===== src/rtl/coin_acceptor_if.sv =====
// Sensor-side and vending-side signals of the coin acceptor, bundled for port use.
// The acceptor takes the slave view; whatever drives the sensors takes the master view.
interface coin_acceptor_if;
  logic       raw_5;
  logic       raw_10;
  logic       raw_20;
  logic       accept_en;
  logic       clear_total;
  logic [1:0] coin;
  logic       reject;
  logic       err_multi;
  logic [2:0] fifo_count;
  logic [7:0] total_rs;

  modport master (
    output raw_5, raw_10, raw_20, accept_en, clear_total,
    input  coin, reject, err_multi, fifo_count, total_rs
  );

  modport slave (
    input  raw_5, raw_10, raw_20, accept_en, clear_total,
    output coin, reject, err_multi, fifo_count, total_rs
  );
endinterface


===== src/rtl/coin_acceptor.sv =====
// Coin acceptor front end: synchronise and debounce three coin sensors, queue accepted
// coins in a 4-deep FIFO and pace them out as single-cycle codes with a fixed idle gap.
module coin_acceptor #(
  parameter int DEBOUNCE_CYCLES = 16,
  parameter int GAP_CYCLES      = 2
) (
  input logic           clk,
  input logic           rst,
  coin_acceptor_if.slave bus
);

  typedef enum logic [1:0] {IDLE, EMIT, GAP} state_t;

  localparam logic [7:0] DEB_LAST = 8'(DEBOUNCE_CYCLES - 1);
  localparam logic [3:0] GAP_LAST = 4'(GAP_CYCLES - 1);

  logic [2:0] raw;
  logic [2:0] sync1, sync2;
  logic [2:0] settled, settled_d;
  logic [2:0] event_q;
  logic [7:0] deb_cnt [3];

  logic [1:0] fifo_mem [4];
  logic [1:0] rd_ptr, wr_ptr;
  logic [2:0] count;

  state_t     state;
  logic [3:0] gap_cnt;
  logic [1:0] coin_q;
  logic       reject_q, err_q;
  logic [7:0] total_q;

  logic       ready, pop, push, any_ev, multi;
  logic [1:0] push_code;
  logic [7:0] coin_value;
  logic [8:0] sum;

  assign raw = {bus.raw_20, bus.raw_10, bus.raw_5};

  // Channel bit 0 = Rs.5, bit 1 = Rs.10, bit 2 = Rs.20.
  always_ff @(posedge clk) begin
    if (rst) begin
      sync1     <= 3'b000;
      sync2     <= 3'b000;
      settled   <= 3'b000;
      settled_d <= 3'b000;
      event_q   <= 3'b000;
      for (int i = 0; i < 3; i++) deb_cnt[i] <= 8'd0;
    end else begin
      sync1     <= raw;
      sync2     <= sync1;
      settled_d <= settled;
      event_q   <= settled & ~settled_d;
      for (int i = 0; i < 3; i++) begin
        if (sync2[i] == settled[i]) begin
          deb_cnt[i] <= 8'd0;
        end else if (deb_cnt[i] == DEB_LAST) begin
          settled[i] <= sync2[i];
          deb_cnt[i] <= 8'd0;
        end else begin
          deb_cnt[i] <= deb_cnt[i] + 8'd1;
        end
      end
    end
  end

  // The output side may pop again in the last zero cycle of the gap (or in EMIT when
  // there is no gap), so back-to-back codes are separated by exactly GAP_CYCLES zeros.
  assign ready = (state == IDLE)
              || (state == EMIT && GAP_CYCLES == 0)
              || (state == GAP && gap_cnt == GAP_LAST);
  assign pop   = ready && (count != 3'd0) && bus.accept_en;

  assign any_ev    = |event_q;
  assign multi     = (event_q[0] & event_q[1]) | (event_q[0] & event_q[2]) | (event_q[1] & event_q[2]);
  assign push      = any_ev && !multi && bus.accept_en && ((count != 3'd4) || pop);
  assign push_code = event_q[2] ? 2'b11 : (event_q[1] ? 2'b10 : 2'b01);

  always_ff @(posedge clk) begin
    if (push) fifo_mem[wr_ptr] <= push_code;
  end

  always_ff @(posedge clk) begin
    if (rst) begin
      rd_ptr   <= 2'd0;
      wr_ptr   <= 2'd0;
      count    <= 3'd0;
      reject_q <= 1'b0;
      err_q    <= 1'b0;
    end else begin
      reject_q <= any_ev && !push;
      err_q    <= multi;
      if (push) wr_ptr <= wr_ptr + 2'd1;
      if (pop)  rd_ptr <= rd_ptr + 2'd1;
      count <= count + {2'b00, push} - {2'b00, pop};
    end
  end

  always_comb begin
    coin_value = 8'd0;
    case (coin_q)
      2'b01:   coin_value = 8'd5;
      2'b10:   coin_value = 8'd10;
      2'b11:   coin_value = 8'd20;
      default: coin_value = 8'd0;
    endcase
  end

  assign sum = {1'b0, total_q} + {1'b0, coin_value};

  // coin_q holds the popped code for the single EMIT cycle; the total follows one cycle later.
  always_ff @(posedge clk) begin
    if (rst) begin
      state   <= IDLE;
      gap_cnt <= 4'd0;
      coin_q  <= 2'b00;
      total_q <= 8'd0;
    end else begin
      coin_q <= 2'b00;
      if (bus.clear_total)
        total_q <= (state == EMIT) ? coin_value : 8'd0;
      else if (state == EMIT)
        total_q <= sum[8] ? 8'd255 : sum[7:0];

      if (pop) begin
        state   <= EMIT;
        coin_q  <= fifo_mem[rd_ptr];
        gap_cnt <= 4'd0;
      end else begin
        case (state)
          EMIT: begin
            state   <= (GAP_CYCLES == 0) ? IDLE : GAP;
            gap_cnt <= 4'd0;
          end
          GAP: begin
            if (gap_cnt == GAP_LAST) state <= IDLE;
            else gap_cnt <= gap_cnt + 4'd1;
          end
          default: state <= IDLE;
        endcase
      end
    end
  end

  assign bus.coin       = coin_q;
  assign bus.reject     = reject_q;
  assign bus.err_multi  = err_q;
  assign bus.fifo_count = count;
  assign bus.total_rs   = total_q;

endmodule


===== src/flat_wrapper.sv =====
// flat-port wrapper written by rule: the top's interface ports become plain ports
module coin_acceptor_flat 
#(
  parameter int DEBOUNCE_CYCLES = 16,
  parameter int GAP_CYCLES      = 2
)
  (clk, rst, bus_raw_5, bus_raw_10, bus_raw_20, bus_accept_en, bus_clear_total, bus_coin, bus_reject, bus_err_multi, bus_fifo_count, bus_total_rs);
  coin_acceptor_if bus_i ();
  input logic clk;
  input logic rst;
  input wire logic [$bits(bus_i.raw_5)-1:0] bus_raw_5;
  input wire logic [$bits(bus_i.raw_10)-1:0] bus_raw_10;
  input wire logic [$bits(bus_i.raw_20)-1:0] bus_raw_20;
  input wire logic [$bits(bus_i.accept_en)-1:0] bus_accept_en;
  input wire logic [$bits(bus_i.clear_total)-1:0] bus_clear_total;
  output wire logic [$bits(bus_i.coin)-1:0] bus_coin;
  output wire logic [$bits(bus_i.reject)-1:0] bus_reject;
  output wire logic [$bits(bus_i.err_multi)-1:0] bus_err_multi;
  output wire logic [$bits(bus_i.fifo_count)-1:0] bus_fifo_count;
  output wire logic [$bits(bus_i.total_rs)-1:0] bus_total_rs;
  assign bus_i.raw_5 = bus_raw_5;
  assign bus_i.raw_10 = bus_raw_10;
  assign bus_i.raw_20 = bus_raw_20;
  assign bus_i.accept_en = bus_accept_en;
  assign bus_i.clear_total = bus_clear_total;
  assign bus_coin = bus_i.coin;
  assign bus_reject = bus_i.reject;
  assign bus_err_multi = bus_i.err_multi;
  assign bus_fifo_count = bus_i.fifo_count;
  assign bus_total_rs = bus_i.total_rs;
  coin_acceptor #(.DEBOUNCE_CYCLES(DEBOUNCE_CYCLES), .GAP_CYCLES(GAP_CYCLES)) u_core (.clk(clk), .rst(rst), .bus(bus_i));
endmodule

===== config.mk =====
export PLATFORM = sky130hd
export DESIGN_NAME = coin_acceptor_flat
export DESIGN_NICKNAME = d
export VERILOG_FILES = /design/src/rtl/coin_acceptor_if.sv /design/src/rtl/coin_acceptor.sv /design/src/flat_wrapper.sv
export SDC_FILE = /design/constraint.sdc
export NUM_CORES = 1
export LEC_CHECK = 0
export CAP_MARGIN = 15
export CORE_MARGIN = 3
export CORE_UTILIZATION = 45
export DETAILED_ROUTE_END_ITERATION = 10
export HOLD_SLACK_MARGIN = 0.1
export SLEW_MARGIN = 20
export SYNTH_ARGS = -nofsm -noshare
export SYNTH_HDL_FRONTEND = slang
export SYNTH_SLANG_ARGS = --single-unit

===== constraint.sdc =====
create_clock -name clk -period 5.1 [get_ports clk]
set_input_delay 0.51 -clock clk [delete_from_list [all_inputs] [get_ports clk]]
set_output_delay 0.51 -clock clk [all_outputs]
set_load 0.01 [all_outputs]

==> results of run 1 <==
## kinds of logic after synthesis
logic type / after synthesis / share of synthesized area (%)
mux: 3 / 1.59
compound gates: 55 / 10.7
xor+xnor: 28 / 7.07
fa+ha+maj: 18 / 6.93
simple gates: 128 / 19.9
flops: 72 / 50.8
other cells: 1 / 0.108
buf+inv: 25 / 2.85
## critical path: cells and delay by family, from the launching register on
| family | cells | cell delay [ps] |
|---|---|---|
| buffers and inverters | 2 | 110 |
| XOR/XNOR | 2 | 300 |
| AO/OA/AOI/OAI | 1 | 360 |
| adder cells (fa/ha/maj) | 4 | 980 |
| AND/OR/NAND/NOR | 2 | 470 |
| flip-flops | 1 | 390 |
## per-stage QoR
stage | hold slack [ps] | util, %
3_3_place_gp | 373 | 52.1
3_5_place_dp | 377 | 52.1
6_report | 383 | 55.8
2_1_floorplan | 367 | -
4_1_cts | 381 | 55.8
5_1_grt | 415 | 55.8
## path summary, 6_finish.rpt
path	endpoint	slack [ps]	depth (start not counted)
setup / recovery	u_core.bus.fifo_count[2]	2370	11
hold reg to reg	u_core.event_q[2]	380	1
hold / removal	u_core.event_q[2]	380	1
setup reg to reg	u_core.bus.fifo_count[2]	2370	11
## state kept, by name (all words and copies together), names as in the netlist, 2 cells and up
name	flops
u_core.event_q	3
u_core.bus.coin	2
u_core.sync1	3
u_core.fifo_mem	8
u_core.gap_cnt	4
u_core.wr_ptr	2
u_core.rd_ptr	2
u_core.bus.fifo_count	3
u_core.settled	3
u_core.settled_d	3
u_core.sync2	3
u_core.deb_cnt	24
u_core.state	2
u_core.bus.total_rs	8
## power breakdown
part           internal, mW  total [mW]  switching, mW
Sequential            0.637       0.684         0.0467
Clock                 0.388       0.597          0.209
Combinational         0.121       0.233          0.112
## layout by cell type, fill, tap and decap left out, drive strengths merged, types with 12 or more instances in the layout
cell / netlist / routed
xor2: 18 / 18
nand3: 18 / 18
dfxtp: 40 / 40
inv: 12 / 12
ha: 16 / 16
nor2: 35 / 35
nor2b: 19 / 19
clkdlybuf4s50: 0 / 21
conb: 1 / 24
a21oi: 18 / 18
edfxtp: 32 / 32
## final cells by class
type                            instances  share of cell area (%)
Timing Repair Buffer                   22                    5.30
Multi-Input combinational cell        256                    41.2
Clock buffer                           11                    3.44
Inverter                               12                    1.10
Sequential cell                        72                    42.9
Clock inverter                          5                    3.11
Tap cell                               99                    3.01
## layer usage
metal / global-route usage (%) / part of all wire, %
met2: 22.8 / 44
met3: 3.53 / 3.2
met5: 0 / 0
met4: 6.50 / 2.1
met1: 19.4 / 50
==> metrics.txt, run 1 <==
Reg clk slew, reported paths 70 ps; Avg WL per Cell 12.1 µm; first-pass GRT wire length 10200 µm; CTS Sinks 72; Max Root-Sink Buffers 2; CTS buffer count 9; Initial Utilization 47.0%; Setup WS pre-CTS 2210 ps; Vias/cell 4.90; Mapped Area 3470 µm²; Slew Viols, Final 0; Syn Inst Count 330; clock root cell clkbuf_8; cell taking the most area after synthesis edfxtp_1; synthesis warning total 0; count leader, synth dfxtp_1; Post-synth top flop dfxtp_1; vias in the first global route 2274; Layout Cells excl Fill 477; Post-synth ARST share 0%; peak supply drop 0.000168 V; DR vias 2335; Clock Latency Late Sink 340 ps; Synth area leaders edfxtp_1, dfxtp_1, ha_1; pwr/cell area 368 nW/µm²; Buffers on Ports 21; Final Net Count 398; Peak Freq 366 MHz; Setup Skew 7.86 ps; Pre-antenna DRT Iters 4; Final min period 2730 ps; Avg Cell Area, Syn 10.5 µm²; CP max-delay cell or3b_4; CP dominant cell by count ha_1; CP endpoint kind flop; initial antenna violation count 0; final setup margin 2370 ps; FP Rows 31; Lkg Pwr 1.57 nW; Die Y-Extent 93.8 µm; worst min-delay path startpoint u_core.settled_d[2]; final instance area 4110 µm²; hpwl dp 4170 µm; GPL Wtd Cong 0.745; antenna cells 0; Final setup violation count 0; post-synthesis sequential area ratio 50.8%; status completed; CP max FO 6; share of layout cells above drive strength 1 6.35%; CTS tree yes; core box area 7370 µm²; Reg area 1760 µm²; placed insts 461; crit-path max cell delay 410 ps; Final ANT Viol Nets 0; H-tree levels 3; number of synthesized flops with an enable pin 32; Post-route DRC 0; Synth top area share 27.7%; Worst R2R Start u_core.gap_cnt[0]; width of the die 93.8 µm; Setup TNS Final 0 ps; relative slew slack 55.8%; area post-placement 3840 µm²; WS Path Type flop to flop; post-cts sizing count 0; Synth Register Bits 72; P&R area growth vs syn 18.5%; Hold Crit Class flop to flop; data arrival time of the worst path 2930 ps; initial drt markers 56; footprint of the multi-input gates 1690 µm²; Synth cell types 53; die area 8790 µm²; top post-synthesis cells by count dfxtp_1, nor2_1, edfxtp_1; CP Launch Point u_core.gap_cnt[0]; Power Total 1.51 mW; Req. time, crit path 5300 ps; Startpoint Class flop; Total Wirelength 5760 µm; max_cap viols 0; # IOs 22; RSZ-0062 raised after global routing false; Hold Vio Cnt, Final 0; crit share post-route 53.6%; Setup Buffers After CTS 0; total congestion overflow 0; Tot GR Track Use 14.7%; Worst-Margin Slew 660 ps; Fill cells 679; CTS Hold Bufs 0; maximum number of pins on one net before global-route repair 21; worst path cell trace ha_1, or3b_4, a211oi_4, ha_1, inv_1, ha_1, inv_1, fa_1, xor2_1, xnor2_1, nor2_1
(Power assumes the default switching activity.)
==> run 2, diff against run 1 <==
- clock period: 5.1 -> 2.8 ns (I/O delays scaled with it)
==> run 2 against run 1 <==
  * Clock-buffer cell count up 1
  * Non-clock buffer count up 2
  * Total power up 55%
  * Die area unchanged
  * Sequential power up 81%
  * Wire length down 1.3%
  * Hold slack worse by 0.65 ps
  * Critical endpoint unchanged
  * Flip-flop and latch count unchanged
  * Combinational power up 87%
  * Core utilization down 1.3 points
  * First-iteration DRC count up 20%
  * Register-to-register slack worse by 2100 ps
==> metrics.txt, run 2 (synthesized netlist as in run 1, its figures left out) <==
status completed; Startpoint Class flop; P&R area growth vs syn 15.7%; crit share post-route 91.2%; CP endpoint kind flop; post-cts sizing count 0; GPL Wtd Cong 0.748; Vias/cell 5.00; core box area 7370 µm²; Reg clk slew, reported paths 70 ps; most common cell after layout, fill and taps aside dfxtp_1; Hold Vio Cnt, Final 0; max_cap viols 0; Setup TNS Final 0 ps; hpwl dp 4120 µm; worst path cell trace ha_1, or3b_4, a211oi_4, ha_1, inv_1, ha_1, inv_1, fa_1, xor2_1, xnor2_1, nor2_1; CTS Hold Bufs 0; Setup Skew 6.23 ps; Buffers on Ports 21; Avg WL per Cell 11.9 µm; Total Wirelength 5680 µm; CTS buffer count 9; Final min period 2550 ps; Final ANT Viol Nets 0; pwr/cell area 585 nW/µm²; Tot GR Track Use 14.0%; WS Path Type flop to flop; maximum number of pins on one net before global-route repair 16; width of the die 93.8 µm; CTS Sinks 72; initial antenna violation count 0; share of layout cells above drive strength 1 6.05%; data arrival time of the worst path 2780 ps; Pre-antenna DRT Iters 4; antenna cells 0; peak supply drop 0.000242 V; Biggest register u_core.deb_cnt; Final Net Count 400; Die Y-Extent 93.8 µm; number of flip-flops in the largest register 24; clock root cell clkbuf_8; final setup margin 245 ps; Clock Latency Late Sink 330 ps; Max Root-Sink Buffers 2; Reg2Reg Setup Slack 250 ps; CP max-delay cell or3b_4; CP max FO 5; CTS tree yes; Initial Utilization 47.0%; CP dominant cell by count ha_1; most frequent cells in the layout dfxtp_1, nor2_1, edfxtp_1, conb_1, clkdlybuf4s50_1; Setup WS pre-CTS 229 ps; first-pass GRT wire length 9650 µm; RSZ-0062 raised after global routing false; die area 8790 µm²; Req. time, crit path 3030 ps; vias in the first global route 2127; total congestion overflow 0; Peak Freq 391 MHz; # IOs 22; Setup Buffers After CTS 0; Power Total 2.35 mW; Final setup violation count 0; DR vias 2397; hold slack 382 ps; crit-path max cell delay 410 ps; Lkg Pwr 1.53 nW; H-tree levels 3; Slew Viols, Final 0; initial drt markers 67; FP Rows 31; Final Util 54.4%; Post-route DRC 0; Hold Crit Class flop to flop
==> run 2: changes by cell type in the layout (fill, tap and decap cells not counted) <==
cell	change
bufinv_16	-4
buf_4	+2
clkbuf_1	+2
clkinv_2	+2
clkbuf_8	-1
clkinv_1	+1
==> run 2: path summary, 6_finish.rpt <==
path                       start                  endpoint  cells past startpoint
max reg2reg    u_core.gap_cnt[0]  u_core.bus.fifo_count[2]                     11
min          u_core.settled_d[2]         u_core.event_q[2]                      1
max            u_core.gap_cnt[0]  u_core.bus.fifo_count[2]                     11
min reg2reg  u_core.settled_d[2]         u_core.event_q[2]                      1
==> run 2: final cells by class <==
type | instances | area, µm²
sequential | 72 | 1760
clock inverter | 4 | 21.3
multi-input combinational | 256 | 1690
inverter | 12 | 45.0
fill | 698 | 3360
timing repair buffer | 24 | 233
clock buffer | 12 | 135
tap | 99 | 124
==> run 2: routing by layer <==
layer  global-route usage (%)  share of wire, %  up-vias
met2                     22.4                46       29
met3                     4.33               3.6       11
met4                     5.78               1.8        0
met5                        0                 0        -
met1                     17.5                48     1117
li1                         -                 -     1240
==> run 2: per-stage QoR <==
| stage | area, µm² | cells |
|---|---|---|
| after CTS | 4010 | 479 |
| after floorplan | 3550 | 353 |
| after global placement | 3860 | 463 |
| after detailed placement | 3860 | 463 |
| final | 4010 | 479 |
| after global routing | 4010 | 479 |
==> run 2: power by group <==
group	switching (mW)	leakage (nW)	internal [mW]
sequential	0.0834	0.638	1.16
combinational	0.207	0.810	0.230
clock	0.349	0.0778	0.316
total	0.639	1.53	1.71
==> run 2: worst max-delay path, delay by kind of cell (launching register included) <==
| kind | cells | cell delay, ps |
|---|---|---|
| XOR/XNOR | 2 | 300 |
| buffers and inverters | 2 | 110 |
| AO/OA/AOI/OAI | 1 | 250 |
| AND/OR/NAND/NOR | 2 | 460 |
| adder cells (fa/ha/maj) | 4 | 940 |
| flip-flops | 1 | 390 |
